$ cat config.mk
export PLATFORM = sky130hd
export DESIGN_NAME = sha256_iter_core
export DESIGN_NICKNAME = d
export VERILOG_FILES = /design/src/rtl/sha256_pkg.sv /design/src/rtl/sha256_round.sv /design/src/rtl/sha256_iter_core.sv
export SDC_FILE = /design/constraint.sdc
export NUM_CORES = 2
export LEC_CHECK = 0
export BUFFER_PORTS_ARGS = -buffer_cell sky130_fd_sc_hd__buf_2
export CAP_MARGIN = 20
export CORE_MARGIN = 2
export CORE_UTILIZATION = 40
export DETAILED_ROUTE_END_ITERATION = 16
export GPL_ROUTABILITY_DRIVEN = 1
export GPL_TIMING_DRIVEN = 0
export PLACE_DENSITY = 0.54
export SETUP_SLACK_MARGIN = 0.02
export SLEW_MARGIN = 10
export SYNTH_ARGS = -nofsm -noshare
export SYNTH_HDL_FRONTEND = slang
export SYNTH_SLANG_ARGS = --single-unit
$ cat constraint.sdc
create_clock -name clk -period 10.5 [get_ports clk]
set_input_delay 2.1 -clock clk [delete_from_list [all_inputs] [get_ports clk]]
set_output_delay 2.1 -clock clk [all_outputs]
set_load 0.01 [all_outputs]
$ cat src/rtl/sha256_pkg.sv
// SHA-256 shared constants, FSM state type and the FIPS 180-4 logical functions.
// Imported by the iterative core and its single-round datapath.
package sha256_pkg;

    typedef enum logic [1:0] {
        ST_IDLE  = 2'd0,
        ST_ROUND = 2'd1,
        ST_FINAL = 2'd2,
        ST_DONE  = 2'd3
    } state_e;

    // Element 0 sits in the most significant word, so IV maps straight onto o_digest.
    localparam logic [0:7][31:0] IV = {
        32'h6a09e667, 32'hbb67ae85, 32'h3c6ef372, 32'ha54ff53a,
        32'h510e527f, 32'h9b05688c, 32'h1f83d9ab, 32'h5be0cd19
    };

    localparam logic [0:63][31:0] K = {
        32'h428a2f98, 32'h71374491, 32'hb5c0fbcf, 32'he9b5dba5,
        32'h3956c25b, 32'h59f111f1, 32'h923f82a4, 32'hab1c5ed5,
        32'hd807aa98, 32'h12835b01, 32'h243185be, 32'h550c7dc3,
        32'h72be5d74, 32'h80deb1fe, 32'h9bdc06a7, 32'hc19bf174,
        32'he49b69c1, 32'hefbe4786, 32'h0fc19dc6, 32'h240ca1cc,
        32'h2de92c6f, 32'h4a7484aa, 32'h5cb0a9dc, 32'h76f988da,
        32'h983e5152, 32'ha831c66d, 32'hb00327c8, 32'hbf597fc7,
        32'hc6e00bf3, 32'hd5a79147, 32'h06ca6351, 32'h14292967,
        32'h27b70a85, 32'h2e1b2138, 32'h4d2c6dfc, 32'h53380d13,
        32'h650a7354, 32'h766a0abb, 32'h81c2c92e, 32'h92722c85,
        32'ha2bfe8a1, 32'ha81a664b, 32'hc24b8b70, 32'hc76c51a3,
        32'hd192e819, 32'hd6990624, 32'hf40e3585, 32'h106aa070,
        32'h19a4c116, 32'h1e376c08, 32'h2748774c, 32'h34b0bcb5,
        32'h391c0cb3, 32'h4ed8aa4a, 32'h5b9cca4f, 32'h682e6ff3,
        32'h748f82ee, 32'h78a5636f, 32'h84c87814, 32'h8cc70208,
        32'h90befffa, 32'ha4506ceb, 32'hbef9a3f7, 32'hc67178f2
    };

    function automatic logic [31:0] rotr(input logic [31:0] x, input int unsigned n);
        return (x >> n) | (x << (32 - n));
    endfunction

    function automatic logic [31:0] big_sigma0(input logic [31:0] x);
        return rotr(x, 2) ^ rotr(x, 13) ^ rotr(x, 22);
    endfunction

    function automatic logic [31:0] big_sigma1(input logic [31:0] x);
        return rotr(x, 6) ^ rotr(x, 11) ^ rotr(x, 25);
    endfunction

    function automatic logic [31:0] small_sigma0(input logic [31:0] x);
        return rotr(x, 7) ^ rotr(x, 18) ^ (x >> 3);
    endfunction

    function automatic logic [31:0] small_sigma1(input logic [31:0] x);
        return rotr(x, 17) ^ rotr(x, 19) ^ (x >> 10);
    endfunction

    function automatic logic [31:0] ch(input logic [31:0] x, input logic [31:0] y,
                                       input logic [31:0] z);
        return (x & y) ^ (~x & z);
    endfunction

    function automatic logic [31:0] maj(input logic [31:0] x, input logic [31:0] y,
                                        input logic [31:0] z);
        return (x & y) ^ (x & z) ^ (y & z);
    endfunction

endpackage

$ cat src/rtl/sha256_round.sv
// One combinational SHA-256 compression round: working variables a..h in, W and K
// consumed, next a..h out. a occupies the top 32 bits of the state vector.
module sha256_round
    import sha256_pkg::*;
(
    input  logic [255:0] st_in,
    input  logic [31:0]  w,
    input  logic [31:0]  k,
    output logic [255:0] st_out
);

    logic [31:0] a, b, c, d, e, f, g, h;
    logic [31:0] t1, t2;

    assign {a, b, c, d, e, f, g, h} = st_in;

    assign t1 = h + big_sigma1(e) + ch(e, f, g) + k + w;
    assign t2 = big_sigma0(a) + maj(a, b, c);

    assign st_out = {t1 + t2, a, b, c, d + t1, e, f, g};

endmodule

$ cat src/rtl/sha256_iter_core.sv
// Iterative SHA-256 block compressor: ROUNDS_PER_CYCLE rounds per clock over a sliding
// 16-word schedule window, with the chaining digest kept in-core between blocks.
module sha256_iter_core
    import sha256_pkg::*;
#(
    parameter int ROUNDS_PER_CYCLE = 1,
    parameter int OUT_REG          = 1
) (
    input  logic         clk,
    input  logic         rst,
    input  logic         i_valid,
    output logic         i_ready,
    input  logic         i_first,
    input  logic [511:0] i_data,
    output logic         o_valid,
    input  logic         o_ready,
    output logic [255:0] o_digest
);

    localparam int R = ROUNDS_PER_CYCLE;

    if (!(R == 1 || R == 2 || R == 4 || R == 8)) begin : g_bad_rounds_per_cycle
        $error("sha256_iter_core: ROUNDS_PER_CYCLE must be 1, 2, 4 or 8");
    end

    if (OUT_REG != 1) begin : g_bad_out_reg
        $error("sha256_iter_core: OUT_REG=0 is reserved");
    end

    state_e            state_q, state_d;
    logic [6:0]        cnt_q;
    logic [0:7][31:0]  h_q;
    logic [0:7][31:0]  wv_q;
    logic [0:15][31:0] w_q;
    logic [0:15][31:0] w_nxt;
    logic [255:0]      rnd_out;
    logic              accept;
    logic              last_step;

    // Produces the next R schedule words; later words may depend on earlier new ones.
    function automatic logic [0:15][31:0] next_window(input logic [0:15][31:0] w);
        logic [31:0]       ext [0:23];
        logic [0:15][31:0] res;
        for (int i = 0; i < 24; i++) ext[i] = '0;
        for (int i = 0; i < 16; i++) ext[i] = w[i];
        for (int j = 0; j < R; j++) begin
            ext[16+j] = small_sigma1(ext[14+j]) + ext[9+j] + small_sigma0(ext[1+j]) + ext[j];
        end
        for (int i = 0; i < 16; i++) res[i] = ext[i+R];
        return res;
    endfunction

    assign w_nxt     = next_window(w_q);
    assign accept    = i_valid & i_ready;
    assign last_step = (cnt_q == 7'(64 - R));

    for (genvar r = 0; r < R; r++) begin : g_rnd
        logic [255:0] st_in;
        logic [255:0] st_out;
        if (r == 0) begin : g_head
            assign st_in = wv_q;
        end else begin : g_link
            assign st_in = g_rnd[r-1].st_out;
        end
        sha256_round u_round (
            .st_in  (st_in),
            .w      (w_q[r]),
            .k      (K[cnt_q[5:0] + 6'(r)]),
            .st_out (st_out)
        );
    end

    assign rnd_out = g_rnd[R-1].st_out;

    always_ff @(posedge clk) begin
        if (rst) begin
            state_q <= ST_IDLE;
        end else begin
            state_q <= state_d;
        end
    end

    always_comb begin
        state_d = state_q;
        unique case (state_q)
            ST_IDLE:  if (accept)    state_d = ST_ROUND;
            ST_ROUND: if (last_step) state_d = ST_FINAL;
            ST_FINAL:                state_d = ST_DONE;
            ST_DONE:  if (o_ready)   state_d = ST_IDLE;
            default:                 state_d = ST_IDLE;
        endcase
    end

    // Ready is held low through reset so nothing is taken while state is being cleared.
    always_comb begin
        i_ready = 1'b0;
        o_valid = 1'b0;
        case (state_q)
            ST_IDLE: i_ready = ~rst;
            ST_DONE: o_valid = 1'b1;
            default: ;
        endcase
    end

    always_ff @(posedge clk) begin
        if (rst) begin
            cnt_q <= '0;
            h_q   <= IV;
            wv_q  <= '0;
            w_q   <= '0;
        end else begin
            case (state_q)
                ST_IDLE: begin
                    if (accept) begin
                        w_q   <= i_data;
                        cnt_q <= '0;
                        // A first block rebases the chain on IV so FINAL can always add h_q.
                        if (i_first) begin
                            h_q  <= IV;
                            wv_q <= IV;
                        end else begin
                            wv_q <= h_q;
                        end
                    end
                end
                ST_ROUND: begin
                    wv_q  <= rnd_out;
                    w_q   <= w_nxt;
                    cnt_q <= cnt_q + 7'(R);
                end
                ST_FINAL: begin
                    for (int j = 0; j < 8; j++) h_q[j] <= h_q[j] + wv_q[j];
                end
                default: ;
            endcase
        end
    end

    assign o_digest = h_q;

endmodule

== Yosys cells after proc, flatten, opt, wreduce, memory -nomap -nowiden ==
Memories as Yosys holds them, arrays and structs flattened.
Index checks and enable logic that the tools add are counted.
Widths: inputs -> output; s select.
Operators by class
  add/sub/neg operators: 19
  order comparisons: 1
  equal/unequal tests: 7
  multiplexer cells: 16
  bitwise logic cells: 30
  reduce and logical (&&, ||, !) cells: 6
Operator list (count)
  $pmux 256 s2: 2
  $pmux 512 s2: 1
  $add 32x32->32: 18
  $mux 256: 2
  $mux 512: 1
  $xor 32x32->32: 9
  $and 32x32->32: 5
  $mux 32: 2
  $not 32->32: 1
  $or 10x32->32: 1
  $or 13x32->32: 1
  $or 14x32->32: 1
  $or 15x32->32: 1
  $or 19x32->32: 1
  $or 21x32->32: 1
  $or 25x32->32: 1
  $or 26x32->32: 1
  $or 30x32->32: 1
  $or 7x32->32: 1
  $xor 32x22->32: 1
  $xor 32x29->32: 1
  $pmux 7 s2: 1
  $pmux 2 s4: 1
  $add 7x1->7 const B: 1
  15 further kinds: 23
Word-level totals
  register bits: 1033
  memory bits (read-only): 2048
  input bits: 517
  memories kept: 1
Memory list
  (no name shown): depth 64, width 32, rd ports 1, clocked after memory_dff 0, write ports 0, RTL line sha256_iter_core.sv:68  | .k (K[cnt_q[5:0] + 6'(r)]),

== Logic depth before layout (Yosys ltp) ==
  depth after elaboration: 9
  depth in mapped cells: 39
  mapped depth without buffers: 37

== Hierarchy ==
Synthesis repeated with hierarchy kept, for this count alone.
Second synthesis, totals
  cells, all modules: 8805
  area, all modules: 73250.3 um^2
By module, submodules not included
  sha256_iter_core: instances 1, cells each 7408, area an instance 61824.3 um^2, sequential area each 20679.8 um^2
  sha256_round: instances 1, cells each 1397, area an instance 11426.0 um^2, sequential area each 0.0 um^2

== Worst setup path after synthesis ==
No wires, ideal clock.
  path kind: register to register
  start: reg cnt_q[0]
  end: reg wv_q (netlist bit g_rnd[0].st_in[250])
  setup time: 0.128 ns
  arrival time: 7.714 ns
  data required time: 10.372 ns
  slack: 2.659 ns
  stages on the path, launching flop included: 40
  path buffers: 3
  cells stage by stage: dfxtp_1 > clkbuf_1 > clkinv_1 > ha_1 > clkbuf_1 > clkbuf_1 > a21boi_0 > nand2_1 > o21ai_0 > o221ai_1 > o21ai_0 > fa_1 > inv_1 > ha_1 > inv_1 > fa_1 > nor2b_1 > o2111ai_1 > (+4 left out) > a21o_1 > a21o_1 > xor2_1 > inv_1 > fa_1 > inv_1 > ha_1 > a21o_1 > a21o_1 > a21o_1 > a21o_1 > a21o_1 > a21oi_1 > o22ai_1 > nor2_1 > xnor2_1 > a222oi_1 > nor2_1
On the way
  cells in the longest elaborated chain, start to end: 8
RTL lines
  start: declaration: RTL line sha256_iter_core.sv:31  | logic [6:0] cnt_q;
  start signal: assignment: RTL line sha256_iter_core.sv:129  | cnt_q <= cnt_q + 7'(R);
  $not 6->7 (implied by the code): RTL line sha256_iter_core.sv:68
  $mem_v2 64x32
  $mux 32 (implied by the code) (2 in series): RTL line sha256_iter_core.sv:68
  $add 32x32->32 (2 in series): RTL line sha256_round.sv:17  | assign t1 = h + big_sigma1(e) + ch(e, f, g) + k + w;
  $add 32x32->32: RTL line sha256_round.sv:20  | assign st_out = {t1 + t2, a, b, c, d + t1, e, f, g};
  $pmux 256 s2: RTL line sha256_iter_core.sv:112  | case (state_q)
  end signal: assignment: RTL line sha256_iter_core.sv:122  | wv_q <= h_q;
  end signal: assignment: RTL line sha256_iter_core.sv:127  | wv_q <= rnd_out;
  end: declaration: RTL line sha256_iter_core.sv:33  | logic [0:7][31:0] wv_q;
No other way between the ends. The select of a mux whose other input is x is not followed.
A chain may end at the register's enable or synchronous reset.

== Worst setup path after layout ==
  start: reg cnt_q[2]
  end: reg wv_q (netlist bit g_rnd[0].st_in[247])
The elaborated chain is that of the path after synthesis.

==> metrics.md <==
| Metric | Value |
|---|---|
| Die Width | 423 µm |
| Share of the synthesized area in the top cell type | 29.5% |
| Most used cell, CP | a21oi_1 |
| Area leader, netlist | dfxtp_1 |
| Site row count | roughly 150 |
| DRC violations left | 0 |
| Commonest non-fill, non-tap cell in the layout | dfxtp_1 |
| Synth warn | 0 |
| Worst setup margin | ~0.24 ns |
| Final Routed Wirelength | just under 400000 µm |
| Die area | ~180000 µm² |
| Syn avg cell area | between 8 and 9 µm² |
| Initial core utilization | ~40% |
| RSZ-0062 raised after global routing | no |
| R2R Path End | g_rnd[0].st_in[247] |
| Worst Path Required | between 10 and 15 ns |
| Reg2reg start | cnt_q[2] |
| Largest net degree at the start of global routing | 20 |
| Slowest cell on crit path | dfxtp_1 |
| Routed vias | between 70000 and 80000 |
| Share of post-route cells with drive strength above 1 | 12.1% |
| GP Congestion | approximately 1.1 |
| Input/output buffers | ~770 |
| Fin crit period | about 10 ns |
| Register area share after synthesis | approximately 29% |
| Final setup violation count | 0 |
| Placed Instances | approximately 12000 |
| Pre-CTS setup slack | -1.35 ns |
| Core area | between 150000 and 200000 µm² |
| Max incr delay on CP | 0.74 ns |
| TritonCTS clock tree | done |
| Total grt overflow | 0 |
| Nets | roughly 11000 |
| Commonest non-fill, non-tap cells in the layout | dfxtp_1 (1032), nor2_1 (990), buf_2 (778) |
| HP Start | g_rnd[0].st_in[27] |
| Multi-input gate area | 45300 µm² |
| Hold EP | g_rnd[0].st_in[27] |
| Startpoint Class | flip-flop |
| Worst setup path category | reg -> reg |
| Sequential Area | 20700 µm² |
| Worst Path Max Fanout | 19 |
| Root Driver | clkbuf_16 |
| Dominant cells by area after synthesis | dfxtp_1 (29%), ha_1 (7.1%), mux2i_1 (7.1%) |
| CTS max path bufs | 3 |
| Chip Height | roughly 420 µm |
| Final hold vios | 0 |
| Status | finished clean |
| Max-slew violations | 0 |
| Crit share post-route | a little over nine tenths |
| Setup slack, reg-to-reg | roughly 0.24 ns |
| Post-Syn Instances | roughly 8500 |
| Clock skew | ~0.028 ns |
| Slew margin rel. | 15.4% |
| Fin Hold WS | 0.493 ns |
| Fmax achieved | just under 0.1 GHz |
| CTS Buf Count | 131 |
| Clock-pin slew on the worst setup and hold paths | approximately 0.07 ns |
| Vias per cell | 6.09 |
| HPWL after detailed placement | 314000 µm |
| Hold crit path type | reg -> reg |
| H-tree depth | 4 |
| Non-Filler Instances | 11863 |
| Syn Nets | about 9600 |
| Initial drt markers | roughly 7800 |
| Critical path arrival | about 11 ns |
| Area grow syn2layout | 17.0% |
| CTS Sinks | 1033 |
| DR WL/cell | 32.7 µm |
| Yosys reg bits | between 1000 and 1500 |
| Number of enable flip-flop cells after synthesis | 0 |
| Antenna viol nets, final | 0 |
| Total of max-cap violations | 0 |
| Crit end category | flip-flop |
| R2R cell count | 32 |
| Mapped Area | 70200 µm² |
| Initial antenna violation count | between 80 and 90 |
| Fill cells | about 18000 |
| Distinct cells, synth | 87 |
| Number of global-route vias before repair | about 68000 |
| Clock Latency Late Sink | ~0.84 ns |
| Finished Core Util | 47.2% |
| Io pins | just under 800 |
| Post-synth top flop | dfxtp_1 |
| First-pass DRT Iterations | 8 |
| Least-Margin Pin Slew | ~1.3 ns |
| Gr usage total | about two fifths |
| Fraction of registers with async set or reset after synthesis | 0% |
| Hold path cells | 2 |
| First-pass GRT wire length | about 530000 µm |
-- synthesized netlist by cell type (all sizes together) (18+ instances only) --
cell    number
nor3       150
a22oi       74
nand4       20
a211oi     640
xnor2      359
o21a        60
o221ai      19
mux2        30
o211ai     137
a21o       177
or3        125
o311ai      18
dfxtp     1033
buf         35
mux2i      500
fa         197
o21ai      336
nor2       991
a21oi      524
ha         400
inv        513
a31oi       64
o31ai       27
nand3       73
nand2b      56
nand2      495
a222oi      35
nor2b       43
clkbuf     596
and3       108
o21bai      51
o22ai      110
xor2       224
-- cell families (layout without fill, tap and decap cells) --
group | Yosys count | in the layout | share of synthesized area [%]
compound gates | 2433 | 2433 | 23.3
xor+xnor | 583 | 583 | 7.27
fa+ha+maj | 600 | 600 | 12.8
buf+inv | 1148 | 2196 | 6.14
flops | 1033 | 1033 | 29.5
mux | 534 | 534 | 7.74
other cells | 0 | 34 | 0
simple gates | 2125 | 2125 | 13.3
-- area by class of cell --
type | count | share of cell area [%]
antenna | 34 | 0.104
buffer | 629 | 2.93
clock buffer | 193 | 4.71
clock inverter | 43 | 0.678
inverter | 517 | 2.37
multi-input combinational | 6275 | 55.1
sequential | 1033 | 25.2
tap | 2325 | 3.54
timing repair buffer | 814 | 5.43
-- how the worst max path moves through the flow --
stage | startpoint | endpoint | slack (ns) | cells after the start
floorplan | cnt_q[0] | g_rnd[0].st_in[250] | 2.66 | 39
global placement | cnt_q[0] | g_rnd[0].st_in[247] | -1.66 | 36
detailed placement | cnt_q[0] | g_rnd[0].st_in[247] | -1.35 | 36
CTS | cnt_q[0] | g_rnd[0].st_in[250] | 0.05 | 38
global route | cnt_q[2] | g_rnd[0].st_in[253] | 0.04 | 34
finish | cnt_q[2] | g_rnd[0].st_in[247] | 0.24 | 32
-- layer usage --
layer / share of wire (%) / up-vias / GRT usage, %
met2: 45 / 3889 / 66.6
met1: 38 / 35231 / 50.1
li1: - / 32049 / -
met5: 0.14 / - / 0
met3: 8.7 / 1006 / 9.01
met4: 8.1 / 86 / 28.4
-- through the flow --
stage | setup TNS [ns] | area, µm²
2_1_floorplan | 0 | 70200
3_3_place_gp | -33.64 | 77000
3_5_place_dp | -23.60 | 77600
4_1_cts | 0 | 82000
5_1_grt | 0 | 82100
6_report | 0 | 82200
-- worst max-delay path, delay by kind of cell (launching register included) --
family	cells	cell delay [ns]
DFF	1	0.74
xor gates and xnor gates	2	0.84
AOI/OAI and AO/OA	16	4.31
and+or+nand+nor	3	0.51
buffers and inverters	6	1.63
adders and majority gates	5	2.08
-- sequential cells by signal (all words and copies together), names as in the netlist --
| signal | flops |
|---|---|
| w_nxt | 480 |
| o_digest | 256 |
| w_q | 32 |
| g_rnd.st_in | 256 |
| state_q | 2 |
| cnt_q | 7 |
-- repair_timing --
action / in CTS / in global routing
cloned: 0 / 0
hold buffers: 0 / 0
setup buffers: 0 / 3
gates resized for setup: 7 / 11
endpoints found under the setup margin: 35 / 15
Power is left out: the tool's default activity adds up to more than one toggle a clock period on the data nets, which glitch-free logic cannot reach.
